$ cat config.mk
export PLATFORM = sky130hd
export DESIGN_NAME = digtube_arbiter
export DESIGN_NICKNAME = d
export VERILOG_FILES = /design/src/rtl/digtube_arbiter.sv
export SDC_FILE = /design/constraint.sdc
export NUM_CORES = 1
export LEC_CHECK = 0
export ABC_AREA = 1
export CORE_ASPECT_RATIO = 0.7
export CORE_MARGIN = 2
export CORE_UTILIZATION = 35
export CTS_BUF_LIST = sky130_fd_sc_hd__clkbuf_8
export DETAILED_ROUTE_END_ITERATION = 10
export PLACE_DENSITY = 0.63
export SETUP_SLACK_MARGIN = 0.2
export SLEW_MARGIN = 20
export SYNTH_ARGS = -nofsm -noshare
export SYNTH_HDL_FRONTEND = slang
export SYNTH_SLANG_ARGS = --single-unit
$ cat constraint.sdc
create_clock -name clk -period 2.2 [get_ports clk]
set_clock_uncertainty 0.1 [all_clocks]
set_input_delay 0.44 -clock clk [delete_from_list [all_inputs] [get_ports clk]]
set_output_delay 0.44 -clock clk [all_outputs]
set_load 0.01 [all_outputs]
$ cat src/rtl/digtube_arbiter.sv
// digtube_arbiter: round-robin sharing of the 8-digit tube driver with a minimum dwell per grant.
// Build option DIGTUBE_SRC_TAG_EN replaces the top nibble of every load with the source index.
module digtube_arbiter #(
    parameter int HOLD_CYCLES = 160000,
    parameter int CNT_W       = 24
) (
    input  logic        clk,
    input  logic        rst_n,
    input  logic [2:0]  req,
    input  logic [31:0] req_data0,
    input  logic [31:0] req_data1,
    input  logic [31:0] req_data2,
    output logic [2:0]  ack,
    output logic [2:0]  grant,
    output logic [31:0] cal_result,
    output logic        digtube_ena,
    output logic        busy
);
    typedef enum logic {IDLE, HOLD} state_t;

    state_t           r_state;
    logic [CNT_W-1:0] r_cnt;
    logic [1:0]       r_ptr, w_c1, w_c2, w_sel;
    logic [2:0]       r_ack, r_grant, w_elig;
    logic [31:0]      r_cal, w_new, w_own;
    logic             r_ena, r_busy, w_any, w_refresh;

    function automatic logic [1:0] nxt(input logic [1:0] p);
        return p == 2'd2 ? 2'd0 : p + 2'd1;
    endfunction

    // Only the indexed source's data is selected, so X on idle sources never reaches the tube.
    function automatic logic [31:0] load_val(input logic [1:0] i, input logic [31:0] d0, input logic [31:0] d1,
                                             input logic [31:0] d2);
        logic [31:0] d;
        d = i == 2'd1 ? d1 : i == 2'd2 ? d2 : d0;
`ifdef DIGTUBE_SRC_TAG_EN
        return {2'b00, i, d[27:0]};
`else
        return d;
`endif
    endfunction

    // A requester acked this cycle sits out the next edge, giving it time to drop req.
    assign w_elig    = req & ~r_ack;
    assign w_any     = |w_elig;
    assign w_c1      = nxt(r_ptr);
    assign w_c2      = nxt(w_c1);
    assign w_sel     = w_elig[w_c1] ? w_c1 : w_elig[w_c2] ? w_c2 : r_ptr;
    assign w_new     = load_val(w_sel, req_data0, req_data1, req_data2);
    assign w_own     = load_val(r_ptr, req_data0, req_data1, req_data2);
    // With tagging the tag nibble matches for the owner, so this compares only the data bits.
    assign w_refresh = w_elig[r_ptr] && w_own != r_cal;

    always_ff @(posedge clk or negedge rst_n) begin
        if (!rst_n) begin
            r_state <= IDLE;
            r_cnt   <= '0;
            r_ptr   <= 2'd2;
            r_ack   <= '0;
            r_grant <= '0;
            r_cal   <= '0;
            r_ena   <= 1'b0;
            r_busy  <= 1'b0;
        end else begin
            r_ena <= 1'b0;
            r_ack <= '0;
            if (r_state == IDLE) begin
                if (w_any) begin
                    r_cal   <= w_new;
                    r_ena   <= 1'b1;
                    r_ack   <= 3'b001 << w_sel;
                    r_grant <= 3'b001 << w_sel;
                    r_ptr   <= w_sel;
                    r_cnt   <= CNT_W'(HOLD_CYCLES - 1);
                    r_busy  <= 1'b1;
                    r_state <= HOLD;
                end
            end else begin
                if (r_cnt == '0) begin
                    r_state <= IDLE;
                    r_grant <= '0;
                    r_busy  <= 1'b0;
                end else begin
                    r_cnt <= r_cnt - 1'b1;
                end
                if (w_refresh) begin
                    r_cal <= w_own;
                    r_ena <= 1'b1;
                    r_ack <= r_grant;
                end
            end
        end
    end

    assign ack         = r_ack;
    assign grant       = r_grant;
    assign cal_result  = r_cal;
    assign digtube_ena = r_ena;
    assign busy        = r_busy;
endmodule

==> results of run 1 <==
synthesized netlist by cell type:
library cell | instances | area share, %
a21oi_1 | 4 | 0.33
a21oi_4 | 1 | 0.27
a31oi_1 | 2 | 0.21
buf_1 | 4 | 0.25
buf_2 | 14 | 1.2
buf_4 | 10 | 1.2
buf_6 | 3 | 0.56
clkbuf_1 | 23 | 1.4
dfrtp_1 | 66 | 27
dfstp_2 | 1 | 0.43
ha_1 | 2 | 0.41
inv_1 | 105 | 6.5
inv_2 | 7 | 0.43
nand2_1 | 405 | 25
nand2_2 | 1 | 0.10
nand2_4 | 3 | 0.56
nand3_1 | 250 | 21
nand3_2 | 1 | 0.17
nand3b_1 | 16 | 2.0
nand4_1 | 6 | 0.62
nor2_1 | 52 | 3.2
nor3_1 | 1 | 0.082
nor4_1 | 4 | 0.41
o211ai_1 | 1 | 0.12
o21ai_0 | 27 | 2.2
o21ai_2 | 1 | 0.14
o22ai_1 | 5 | 0.52
o31ai_1 | 7 | 0.87
or2_1 | 6 | 0.62
or2_2 | 6 | 0.62
xor2_1 | 11 | 1.6
layout make-up:
class | count | share of cell area (%)
multi-input combinational | 812 | 42.7
tap | 231 | 3.16
inverter | 112 | 4.63
sequential | 67 | 18.4
clock inverter | 7 | 1.36
timing repair buffer | 262 | 28.4
clock buffer | 9 | 1.36
metrics by stage:
step / power [mW] / instances / instance area [um2]
5_1_grt: 3.83 / 1500 / 9130
6_report: 3.65 / 1500 / 9130
2_1_floorplan: 1.76 / 1045 / 6130
3_3_place_gp: 2.30 / 1478 / 8570
4_1_cts: 3.65 / 1497 / 8910
3_5_place_dp: 2.31 / 1478 / 8570
layer usage:
| layer | track usage, % | vias to the layer above | share of wire [%] |
|---|---|---|---|
| li1 | - | 3785 | - |
| met1 | 39.1 | 3477 | 47 |
| met2 | 35.6 | 449 | 41 |
| met3 | 4.49 | 35 | 10 |
| met4 | 6.37 | 0 | 1.8 |
| met5 | 0 | - | 0 |
worst min-delay path, stage by stage, from the launching register on:
cell	delay, ns
dfrtp_1	0.38
nand2_1	0.06
nand2_1	0.04
state kept, by name (all words and copies together), names as in the netlist:
signal and cells:
r_state 1, cal_result 32, ack 3, r_ptr 2
digtube_ena 1, r_cnt 24, busy 1, grant 3
what timing repair did:
| item | 4_1_cts | 5_1_grt |
|---|---|---|
| setup buffers | 2 | 1 |
| gates resized for setup | 14 | 51 |
| pin swaps | 6 | 12 |
| hold buffers | 1 | 0 |
| endpoints found under the hold margin | 26 | 0 |
| endpoints found under the setup margin | 57 | 64 |
| cloned | 0 | 2 |
power groups by stage:
stage	Combinational (mW)	Sequential, mW	Clock [mW]
floorplan	0.379	1.38	0
global placement	0.929	1.38	0
detailed placement	0.936	1.37	0
CTS	0.945	1.35	1.35
global route	1.06	1.36	1.40
finish	0.969	1.35	1.33
placed cells by master (no fill, tap or decap), types with 4 or more instances in the layout:
| cell | n |
|---|---|
| nand2_4 | 7 |
| buf_4 | 96 |
| nor2_1 | 43 |
| nand2_1 | 392 |
| inv_2 | 12 |
| or2_1 | 6 |
| o31ai_1 | 6 |
| inv_1 | 99 |
| nor2_2 | 8 |
| clkdlybuf4s50_1 | 139 |
| or2_2 | 5 |
| nand2_2 | 10 |
| nand3b_1 | 16 |
| xor2_1 | 11 |
| buf_12 | 17 |
| buf_6 | 6 |
| dfrtp_1 | 63 |
| nand4_1 | 6 |
| nand3_1 | 241 |
| nand3_2 | 9 |
| o21ai_0 | 23 |
| clkbuf_8 | 9 |
| o21ai_1 | 4 |
kinds of logic (layout without fill, tap and decap cells):
family / after synthesis / after routing / share of synthesized area (%)
XOR/XNOR: 11 / 11 / 1.59
adder cells (fa/ha/maj): 2 / 2 / 0.413
flip-flops: 67 / 67 / 27.7
AND/OR/NAND/NOR: 751 / 751 / 54.1
AO/OA/AOI/OAI: 48 / 48 / 4.68
buffers and inverters: 166 / 390 / 11.6
worst paths after layout:
path / end / depth (start not counted) / from
min reg2reg: busy / 2 / busy
max: cal_result[25] / 19 / r_ptr[1]
min: busy / 2 / busy
max reg2reg: cal_result[25] / 19 / r_ptr[1]
min in group asynchronous: cal_result[26] / 2 / rst_n
max in group asynchronous: r_ptr[1] / 3 / rst_n
==> results.json, run 1 <==
{
  "status": "finished, violations left",
  "violations": "setup timing",
  "routed_wl_um": 23800,
  "fillers": 1701,
  "path_common_cell": "nand2_1",
  "ios": 141,
  "start_kind": "register",
  "route.detailed.drc": 0,
  "die_area_mm2": 0.0184,
  "wl_per_cell_um": 15.8,
  "regArea_mm2": 0.00168,
  "crit_buf_inv": 4,
  "synth-seq-cells": 67,
  "die_y_um": 114,
  "num-nets-final": 1367,
  "min_period_ns": 2.52,
  "clkSlewWorstSetupHoldPaths_ns": 0.09,
  "grt_pass1_vias": 6921,
  "worstPathRequired_ns": 2.35,
  "yosysSeqAreaShare_pct": 27.7,
  "whs_ns": 0.410,
  "maxCapViolCount": 0,
  "cp-end-kind": "register",
  "portBuffers": 140,
  "drtIter0Drc": 787,
  "synthesis.instances": 1045,
  "rsz0062_at_grt": "yes",
  "htree_levels": 3,
  "clockBufferDepth": 2,
  "crit_family": "simple AND/OR/NAND/NOR gates",
  "syn-num-nets": 1148,
  "max-vdd-ir-drop_uv": 386,
  "crit_fanout": 17,
  "path_cells": "buf_12 -> nand2_4 -> buf_12 -> buf_4 -> nand2_1 -> nand3_1 -> nand2_1 -> nand2_1 -> nand2_1 -> nand2_1 -> nor2_1 -> nand2_1 -> nor2_1 -> nand2_2 -> nand2_4 -> nand2_4 -> buf_12 -> nand2_1 -> nand2_1",
  "place_congestion": 0.938,
  "worstPathArrival_ns": 2.66,
  "grt_util_all_layers_pct": 25.2,
  "antenna_found_initial": 0,
  "cts_sinks": 67,
  "power_frac_clock_pct": 36.4,
  "switchingPower_mw": 1.09,
  "ant_nets": 0,
  "cts_root_buf": "clkbuf_8",
  "slew_violations": 0,
  "max_freq_ghz": 0.397,
  "vias": 7746,
  "layout_setup_ws_ns": -0.319,
  "std_cell_rows": 40,
  "clk_latency_ns": 0.36,
  "reg2reg_slack_ns": -0.32,
  "yosysUniqueCellTypes": 31,
  "pwr-share-comb_pct": 26.6,
  "slowest_stage": "dfstp_2",
  "diodes": 0,
  "grt_first_pass_wirelength_um": 36800,
  "hpwl_um": 16600,
  "tns_ns": -10.59,
  "ys_warn_count": 0,
  "grt_max_degree": 46,
  "synthesis.area_mm2": 0.00606,
  "initial_core_util_pct": 35.5,
  "hold_violations": 0,
  "core_area_mm2": 0.0171,
  "maxSlewHeadroom_pct": 59.7,
  "pre_cts_ws_ns": -0.437,
  "viasPerCell": 5.16,
  "hold_path.class": "register to register",
  "p_leak_nw": 4.56,
  "critical_path_class": "register to register",
  "synth_area_per_cell_um2": 5.80,
  "p_int_mw": 2.56,
  "multi_input_area_mm2": 0.00390,
  "utilization_pct": 53.5,
  "die_x_um": 161,
  "cts_tree": "built",
  "swShare_pct": 29.8,
  "drive_gt1_share_pct": 16.3,
  "setup_viol": 37,
  "pwr_density_cell_mw_per_mm2": 399,
  "period_share_pct": 114,
  "cp_slowest_stage_delay_ns": 0.60,
  "globalRoute.totalOverflow": 0,
  "syn_to_final_growth_pct": 50.6,
  "seq_power_share_pct": 37.0,
  "worst_pin_slew_ns": 0.604,
  "cts_made_buffers": 9,
  "drtPass1Iterations": 7
}
No activity file was read; power rests on OpenSTA's default activity.
==> run 2: changes to the inputs <==
Settings changed: SLEW_MARGIN 20 to 25.
==> results of run 2 <==
No change in the layout: final DEF, timing and power equal those of run 1.
